[src/rtl/c64_keyboard_matrix_if.sv]
// CIA1 port A/B bus between the CIA and the keyboard/joystick matrix.
// The CIA drives the column/row levels; the matrix returns the pulled-down inputs.
interface c64_keyboard_matrix_if;
    logic [7:0] pa_out;
    logic [7:0] pb_out;
    logic [7:0] pa_in;
    logic [7:0] pb_in;

    modport master (
        output pa_out,
        output pb_out,
        input  pa_in,
        input  pb_in
    );

    modport slave (
        input  pa_out,
        input  pb_out,
        output pa_in,
        output pb_in
    );
endinterface

[src/rtl/c64_keyboard_matrix.sv]
// C64 8x8 keyboard matrix and joystick ports on CIA1, fed by PS/2 key events.
// Also produces the active-low RESTORE pulse for the NMI logic.
module c64_keyboard_matrix #(
    parameter int RESTORE_PULSE = 16
) (
    input  logic                  clk,
    input  logic                  reset,
    input  logic [10:0]           ps2_key,
    input  logic [4:0]            joy_a,
    input  logic [4:0]            joy_b,
    c64_keyboard_matrix_if.slave  cia,
    output logic                  restore_n
);

    localparam int CW = $clog2(RESTORE_PULSE + 1);

    localparam logic [1:0] SP_NONE    = 2'd0;
    localparam logic [1:0] SP_CAPS    = 2'd1;
    localparam logic [1:0] SP_RESTORE = 2'd2;

    localparam int LSHIFT_IDX = 15;

    // ROM entry: {valid, pa_idx[2:0], pb_idx[2:0], force_shift, special[1:0]}
    function automatic logic [9:0] key_at(input int pa, input int pb);
        return {1'b1, pa[2:0], pb[2:0], 1'b0, SP_NONE};
    endfunction

    function automatic logic [9:0] shift_at(input int pa, input int pb);
        return {1'b1, pa[2:0], pb[2:0], 1'b1, SP_NONE};
    endfunction

    // Positional C64 layout keyed by {E0-extended, scan code}.
    function automatic logic [9:0] map_key(input logic [8:0] k);
        logic [9:0] m;
        m = '0;
        case (k)
            9'h066: m = key_at(0, 0);
            9'h05A: m = key_at(0, 1);
            9'h15A: m = key_at(0, 1);
            9'h174: m = key_at(0, 2);
            9'h16B: m = shift_at(0, 2);
            9'h083: m = key_at(0, 3);
            9'h005: m = key_at(0, 4);
            9'h004: m = key_at(0, 5);
            9'h003: m = key_at(0, 6);
            9'h172: m = key_at(0, 7);
            9'h175: m = shift_at(0, 7);
            9'h026: m = key_at(1, 0);
            9'h01D: m = key_at(1, 1);
            9'h01C: m = key_at(1, 2);
            9'h025: m = key_at(1, 3);
            9'h01A: m = key_at(1, 4);
            9'h01B: m = key_at(1, 5);
            9'h024: m = key_at(1, 6);
            9'h012: m = key_at(1, 7);
            9'h02E: m = key_at(2, 0);
            9'h02D: m = key_at(2, 1);
            9'h023: m = key_at(2, 2);
            9'h036: m = key_at(2, 3);
            9'h021: m = key_at(2, 4);
            9'h02B: m = key_at(2, 5);
            9'h02C: m = key_at(2, 6);
            9'h022: m = key_at(2, 7);
            9'h03D: m = key_at(3, 0);
            9'h035: m = key_at(3, 1);
            9'h034: m = key_at(3, 2);
            9'h03E: m = key_at(3, 3);
            9'h032: m = key_at(3, 4);
            9'h033: m = key_at(3, 5);
            9'h03C: m = key_at(3, 6);
            9'h02A: m = key_at(3, 7);
            9'h046: m = key_at(4, 0);
            9'h043: m = key_at(4, 1);
            9'h03B: m = key_at(4, 2);
            9'h045: m = key_at(4, 3);
            9'h03A: m = key_at(4, 4);
            9'h042: m = key_at(4, 5);
            9'h044: m = key_at(4, 6);
            9'h031: m = key_at(4, 7);
            9'h04E: m = key_at(5, 0);
            9'h04D: m = key_at(5, 1);
            9'h04B: m = key_at(5, 2);
            9'h055: m = key_at(5, 3);
            9'h049: m = key_at(5, 4);
            9'h04C: m = key_at(5, 5);
            9'h054: m = key_at(5, 6);
            9'h041: m = key_at(5, 7);
            9'h170: m = key_at(6, 0);
            9'h05B: m = key_at(6, 1);
            9'h052: m = key_at(6, 2);
            9'h16C: m = key_at(6, 3);
            9'h059: m = key_at(6, 4);
            9'h05D: m = key_at(6, 5);
            9'h171: m = key_at(6, 6);
            9'h04A: m = key_at(6, 7);
            9'h016: m = key_at(7, 0);
            9'h00E: m = key_at(7, 1);
            9'h00D: m = key_at(7, 2);
            9'h01E: m = key_at(7, 3);
            9'h029: m = key_at(7, 4);
            9'h014: m = key_at(7, 5);
            9'h015: m = key_at(7, 6);
            9'h076: m = key_at(7, 7);
            9'h058: m = {1'b1, 6'd0, 1'b0, SP_CAPS};
            9'h17D: m = {1'b1, 6'd0, 1'b0, SP_RESTORE};
            default: m = '0;
        endcase
        return m;
    endfunction

    logic          tog_q;
    logic          armed;
    logic [63:0]   key_state;
    logic [63:0]   fs_key;
    logic          shift_lock;
    logic [CW-1:0] rst_cnt;

    logic [9:0] ent;
    logic       ent_valid;
    logic [5:0] ent_idx;
    logic       ent_fs;
    logic [1:0] ent_sp;
    logic       press;
    logic       evt;

    assign ent       = map_key(ps2_key[8:0]);
    assign ent_valid = ent[9];
    assign ent_idx   = ent[8:3];
    assign ent_fs    = ent[2];
    assign ent_sp    = ent[1:0];
    assign press     = ps2_key[9];
    assign evt       = armed && (ps2_key[10] != tog_q);

    // First edge after reset only latches the toggle; later edges detect flips.
    always_ff @(posedge clk or posedge reset) begin
        if (reset) begin
            tog_q <= 1'b0;
            armed <= 1'b0;
        end else begin
            armed <= 1'b1;
            if (!armed || evt)
                tog_q <= ps2_key[10];
        end
    end

    // Plain keys land in key_state; forced-shift keys keep their own bits.
    always_ff @(posedge clk or posedge reset) begin
        if (reset) begin
            key_state  <= '0;
            fs_key     <= '0;
            shift_lock <= 1'b0;
        end else if (evt && ent_valid) begin
            if (ent_sp == SP_CAPS) begin
                if (press)
                    shift_lock <= ~shift_lock;
            end else if (ent_sp == SP_NONE) begin
                if (ent_fs)
                    fs_key[ent_idx] <= press;
                else
                    key_state[ent_idx] <= press;
            end
        end
    end

    // RESTORE pulse counter; a press while counting is ignored.
    always_ff @(posedge clk or posedge reset) begin
        if (reset)
            rst_cnt <= '0;
        else if (evt && ent_valid && press && ent_sp == SP_RESTORE
                 && rst_cnt == '0)
            rst_cnt <= CW'(RESTORE_PULSE);
        else if (rst_cnt != '0)
            rst_cnt <= rst_cnt - 1'b1;
    end

    assign restore_n = (rst_cnt == '0);

    logic [63:0] kmat;
    logic [7:0]  pa_eff;
    logic [7:0]  pb_eff;
    logic [7:0]  pa_next;
    logic [7:0]  pb_next;

    // Single-pass wired-AND matrix: a closed key pulls the opposite line low.
    always_comb begin
        kmat = key_state | fs_key;
        kmat[LSHIFT_IDX] = key_state[LSHIFT_IDX] | shift_lock | (|fs_key);
        pa_eff  = cia.pa_out & ~{3'b000, joy_a};
        pb_eff  = cia.pb_out & ~{3'b000, joy_b};
        pa_next = pa_eff;
        pb_next = pb_eff;
        for (int a = 0; a < 8; a++) begin
            for (int b = 0; b < 8; b++) begin
                if (kmat[{a[2:0], b[2:0]}] && !pa_eff[a])
                    pb_next[b] = 1'b0;
                if (kmat[{a[2:0], b[2:0]}] && !pb_eff[b])
                    pa_next[a] = 1'b0;
            end
        end
    end

    // Port inputs are registered once per clock.
    always_ff @(posedge clk or posedge reset) begin
        if (reset) begin
            cia.pa_in <= 8'hFF;
            cia.pb_in <= 8'hFF;
        end else begin
            cia.pa_in <= pa_next;
            cia.pb_in <= pb_next;
        end
    end

endmodule

[src/flat_wrapper.sv]
// flat-port wrapper written by rule: the top's interface ports become plain ports
module c64_keyboard_matrix_flat 
#(
    parameter int RESTORE_PULSE = 16
)
  (clk, reset, ps2_key, joy_a, joy_b, restore_n, cia_pa_out, cia_pb_out, cia_pa_in, cia_pb_in);
  c64_keyboard_matrix_if cia_i ();
  input  logic clk;
  input  logic reset;
  input  logic [10:0] ps2_key;
  input  logic [4:0] joy_a;
  input  logic [4:0] joy_b;
  output logic restore_n;
  input wire logic [$bits(cia_i.pa_out)-1:0] cia_pa_out;
  input wire logic [$bits(cia_i.pb_out)-1:0] cia_pb_out;
  output wire logic [$bits(cia_i.pa_in)-1:0] cia_pa_in;
  output wire logic [$bits(cia_i.pb_in)-1:0] cia_pb_in;
  assign cia_i.pa_out = cia_pa_out;
  assign cia_i.pb_out = cia_pb_out;
  assign cia_pa_in = cia_i.pa_in;
  assign cia_pb_in = cia_i.pb_in;
  c64_keyboard_matrix #(.RESTORE_PULSE(RESTORE_PULSE)) u_core (.clk(clk), .reset(reset), .ps2_key(ps2_key), .joy_a(joy_a), .joy_b(joy_b), .cia(cia_i), .restore_n(restore_n));
endmodule
[config.mk]
export PLATFORM = sky130hd
export DESIGN_NAME = c64_keyboard_matrix_flat
export DESIGN_NICKNAME = d
export VERILOG_FILES = /design/src/rtl/c64_keyboard_matrix_if.sv /design/src/rtl/c64_keyboard_matrix.sv /design/src/flat_wrapper.sv
export SDC_FILE = /design/constraint.sdc
export NUM_CORES = 1
export LEC_CHECK = 0
export CAP_MARGIN = 10
export CELL_PAD_IN_SITES_DETAIL_PLACEMENT = 1
export CELL_PAD_IN_SITES_GLOBAL_PLACEMENT = 2
export CORE_MARGIN = 3
export CORE_UTILIZATION = 38
export CTS_CLUSTER_DIAMETER = 80
export DETAILED_ROUTE_END_ITERATION = 8
export GPL_ROUTABILITY_DRIVEN = 0
export PLACE_DENSITY_LB_ADDON = 0.1
export SLEW_MARGIN = 0
export SYNTH_ARGS = -nofsm -noshare
export SYNTH_HDL_FRONTEND = slang
export SYNTH_SLANG_ARGS = --single-unit
[constraint.sdc]
create_clock -name clk -period 6.2 [get_ports clk]
set_input_delay 1.24 -clock clk [delete_from_list [all_inputs] [get_ports clk]]
set_output_delay 1.24 -clock clk [all_outputs]
set_load 0.02 [all_outputs]
==> summary.md <==
| Metric | Value |
|---|---|
| Drt pass-1 iters | `5` |
| Initial antenna violation count | `0` |
| Maximum clock frequency | `0.200 GHz` |
| Sw Ratio | `27.3%` |
| Final worst-path cycle share | `80.7%` |
| Core Footprint | `21100 µm²` |
| Fin crit period | `around 5000 ps` |
| Startpoint Class | `primary input` |
| Post-CTS setup buffer count | `0` |
| Setup total negative slack | `0 ps` |
| Die width | `about 150 µm` |
| Status | `finished, final reports clean` |
| Synth cell types | `74` |
| Post-Synthesis Cells | `860` |
| #FFs+latches synth | `152` |
| Die span in y | `153 µm` |
| Maximum vdd drop | `~0.16 mV` |
| Via/cell ratio | `approximately 6.3` |
| # H-tree levels | `4` |
| Asr flop ratio synth | `100%` |
| Routed via count | `6995` |
| Synth Area per Inst | `9.54 µm²` |
| Gr usage total | `25.5%` |
| Worst slew margin | `around 17%` |
| Sequential area share after synthesis | `46.6%` |
| Clock transition at path regs | `60 ps` |
| Total power | `2.36 mW` |
| Crit-path max FO | `39` |
| Fillers | `around 2300` |
| Clock power share | `about 44%` |
| R2r endpoint | `u_core.cia.pb_in[7]$_DFF_PP1_` |
| # DRC | `0` |
| Post-CTS Resized | `0` |
| WL per Instance | `about 27 µm` |
| RSZ-0062 raised after global routing | `false` |
| Leakage power | `between 4 and 5 nW` |
| Clock Tree Root | `clkbuf_16` |
| Post-DRT Antenna Nets | `0` |
| Synth-to-Final Area Change | `13.1%` |
| Synth area leader | `dfrtp_1` |
| Ranking of synthesized cells by area | `dfrtp_1, mux2_1, dfstp_2` |
| Final setup fails | `0` |
| Detailed Route Iter0 Violations | `585` |
| Primary FF master, synth | `dfrtp_1` |
| Vias in the first global route | `7355` |
| CP endpoint | `u_core.key_state[51]$_DFFE_PP0P_` |
| Post-synth top area share | `between 40% and 50%` |
| Max Slew Vio Count | `0` |
| Number of synthesized flops with an enable pin | `0` |
| Ys Warns | `0` |
| Post-Route WL | `29700 µm` |
| Starting density of the core | `about two fifths` |
| P_int | `approximately 1.7 mW` |
| Nets@finish | `868` |
| IO Port Bufs | `55` |
| PD cells | `255 nW/µm²` |
| Final hold vios | `0` |
| Hold-critical path depth | `0` |
| I/O pin count | `56` |
| Max_cap viols | `0` |
| Worst R2R Setup Slack | `3640 ps` |
| CP required | `6510 ps` |
| Layout Utilization | `44.0%` |
| Min-delay worst type | `reg -> reg` |
| First-pass GRT wire length | `45800 µm` |
| Synthesized Nets | `900` |
| Die area | `about 23000 µm²` |
| Top post-synthesis cells by count | `dfrtp_1, clkbuf_1, nor2_1` |
| Fraction of layout instances using a drive strength above 1 | `between 10% and 20%` |
| Critical R2R Launch | `u_core.fs_key[26]$_DFFE_PP0P_` |
| Area of the mapped netlist | `8200 µm²` |
| CTS tree | `built` |
| GRT Residual Overflow | `0` |
| Crit. End Element | `flip-flop` |
| Hold bufs inserted after CTS | `0` |
| Arrival time worst endpoint | `5310 ps` |
| Worst skew pair latency | `430 ps` |
| Largest net degree at the start of global routing | `approximately 110` |
| DP Wirelength | `21700 µm` |
| Clk sinks | `around 150` |
| Gate power share | `11.7%` |
| Row count | `53` |
| Sw Pwr | `roughly 640 µW` |
| Setup CP Type | `in -> reg` |
| CTS Buf Count | `17` |
| Worst slew pin tran | `1240 ps` |
| Most common cell in the netlist | `dfrtp_1` |
| Flop pwr share | `44.0%` |
| CP startpoint | `ps2_key[3]` |
| Clock Skews | `9.93 ps` |
| Clock tree buffer depth | `2` |
| Antenna diode count | `0` |
| Reg2Reg Depth | `6` |
-- registers in the layout, summed over array words and instances, names as in the netlist --
signal / count
u_core.key_state: 64
u_core.fs_key: 64
u_core.rst_cnt: 5
u_core.shift_lock: 1
u_core.cia.pa_in: 8
u_core.armed: 1
u_core.cia.pb_in: 8
u_core.tog_q: 1
-- layout make-up --
| class | instances | area (µm²) | share of cell area (%) |
|---|---|---|---|
| Sequential cell | 152 | 3820 | 41.2 |
| Tap cell | 275 | 344 | 3.71 |
| Clock inverter | 12 | 130 | 1.40 |
| Inverter | 13 | 53.8 | 0.580 |
| Timing Repair Buffer | 76 | 708 | 7.64 |
| Multi-Input combinational cell | 568 | 3750 | 40.4 |
| Clock buffer | 20 | 467 | 5.03 |
-- critical path, stage by stage --
cell             delay [ps]
clkdlybuf4s50_1        1140
nor2b_1                 750
o311ai_1                280
nor4b_1                 620
nand2_1                 230
o21a_2                  260
buf_4                   260
nand3_1                 190
mux2_1                  330
-- metal layers --
| metal | share of wire [%] | GRT usage, % | vias to the layer above |
|---|---|---|---|
| met5 | 0 | 0 | - |
| met4 | 4.9 | 11.9 | 0 |
| met3 | 6.1 | 5.18 | 103 |
| met2 | 46 | 39.9 | 331 |
| met1 | 43 | 34.1 | 3520 |
| li1 | - | - | 3041 |
-- kinds of logic after synthesis --
family                   Yosys count  share of synthesized area (%)
AND/OR/NAND/NOR                  343                           23.6
XOR/XNOR                           7                          0.748
multiplexers                      63                           8.62
buffers and inverters            140                           7.69
adder cells (fa/ha/maj)            1                          0.153
AO/OA/AOI/OAI                    153                           12.5
flip-flops                       152                           46.6
other                              1                         0.0457
-- worst min path at each step --
stage,endpoint,start,slack [ps]
3_5_place_dp,u_core.fs_key[15]$_DFFE_PP0P_,u_core.fs_key[15]$_DFFE_PP0P_,380
6_report,u_core.fs_key[15]$_DFFE_PP0P_,u_core.fs_key[15]$_DFFE_PP0P_,390
2_1_floorplan,u_core.fs_key[15]$_DFFE_PP0P_,u_core.fs_key[15]$_DFFE_PP0P_,430
4_1_cts,u_core.fs_key[15]$_DFFE_PP0P_,u_core.fs_key[15]$_DFFE_PP0P_,390
3_3_place_gp,u_core.fs_key[15]$_DFFE_PP0P_,u_core.fs_key[15]$_DFFE_PP0P_,370
5_1_grt,u_core.fs_key[15]$_DFFE_PP0P_,u_core.fs_key[15]$_DFFE_PP0P_,400
-- layout by cell type, fill, tap and decap left out, types with 21 or more instances in the layout --
cell type / instances
dfrtp_1: 136
clkdlybuf4s50_1: 55
nor4_1: 35
o22ai_1: 30
buf_4: 21
nor2_1: 86
nor2b_1: 24
nand4_1: 21
mux2_1: 60
o21ai_0: 42
nand3_1: 64
nand2_1: 32
-- through the flow --
step / setup WS, ps / hold WS [ps] / cells / cell area [µm²]
floorplan: 893 / 431 / 860 / 8200
global placement: 924 / 371 / 1084 / 8680
detailed placement: 871 / 378 / 1084 / 8680
CTS: 1310 / 393 / 1116 / 9270
global route: 1000 / 404 / 1116 / 9270
finish: 1200 / 393 / 1116 / 9270
-- power groups by stage --
stage | Combinational [mW] | Sequential (mW) | Clock, mW
floorplan | 0.160 | 1.06 | 0
CTS | 0.275 | 1.04 | 1.07
finish | 0.276 | 1.04 | 1.05
detailed placement | 0.272 | 1.06 | 0
global route | 0.300 | 1.04 | 1.11
global placement | 0.263 | 1.05 | 0
(Power assumes the default switching activity.)
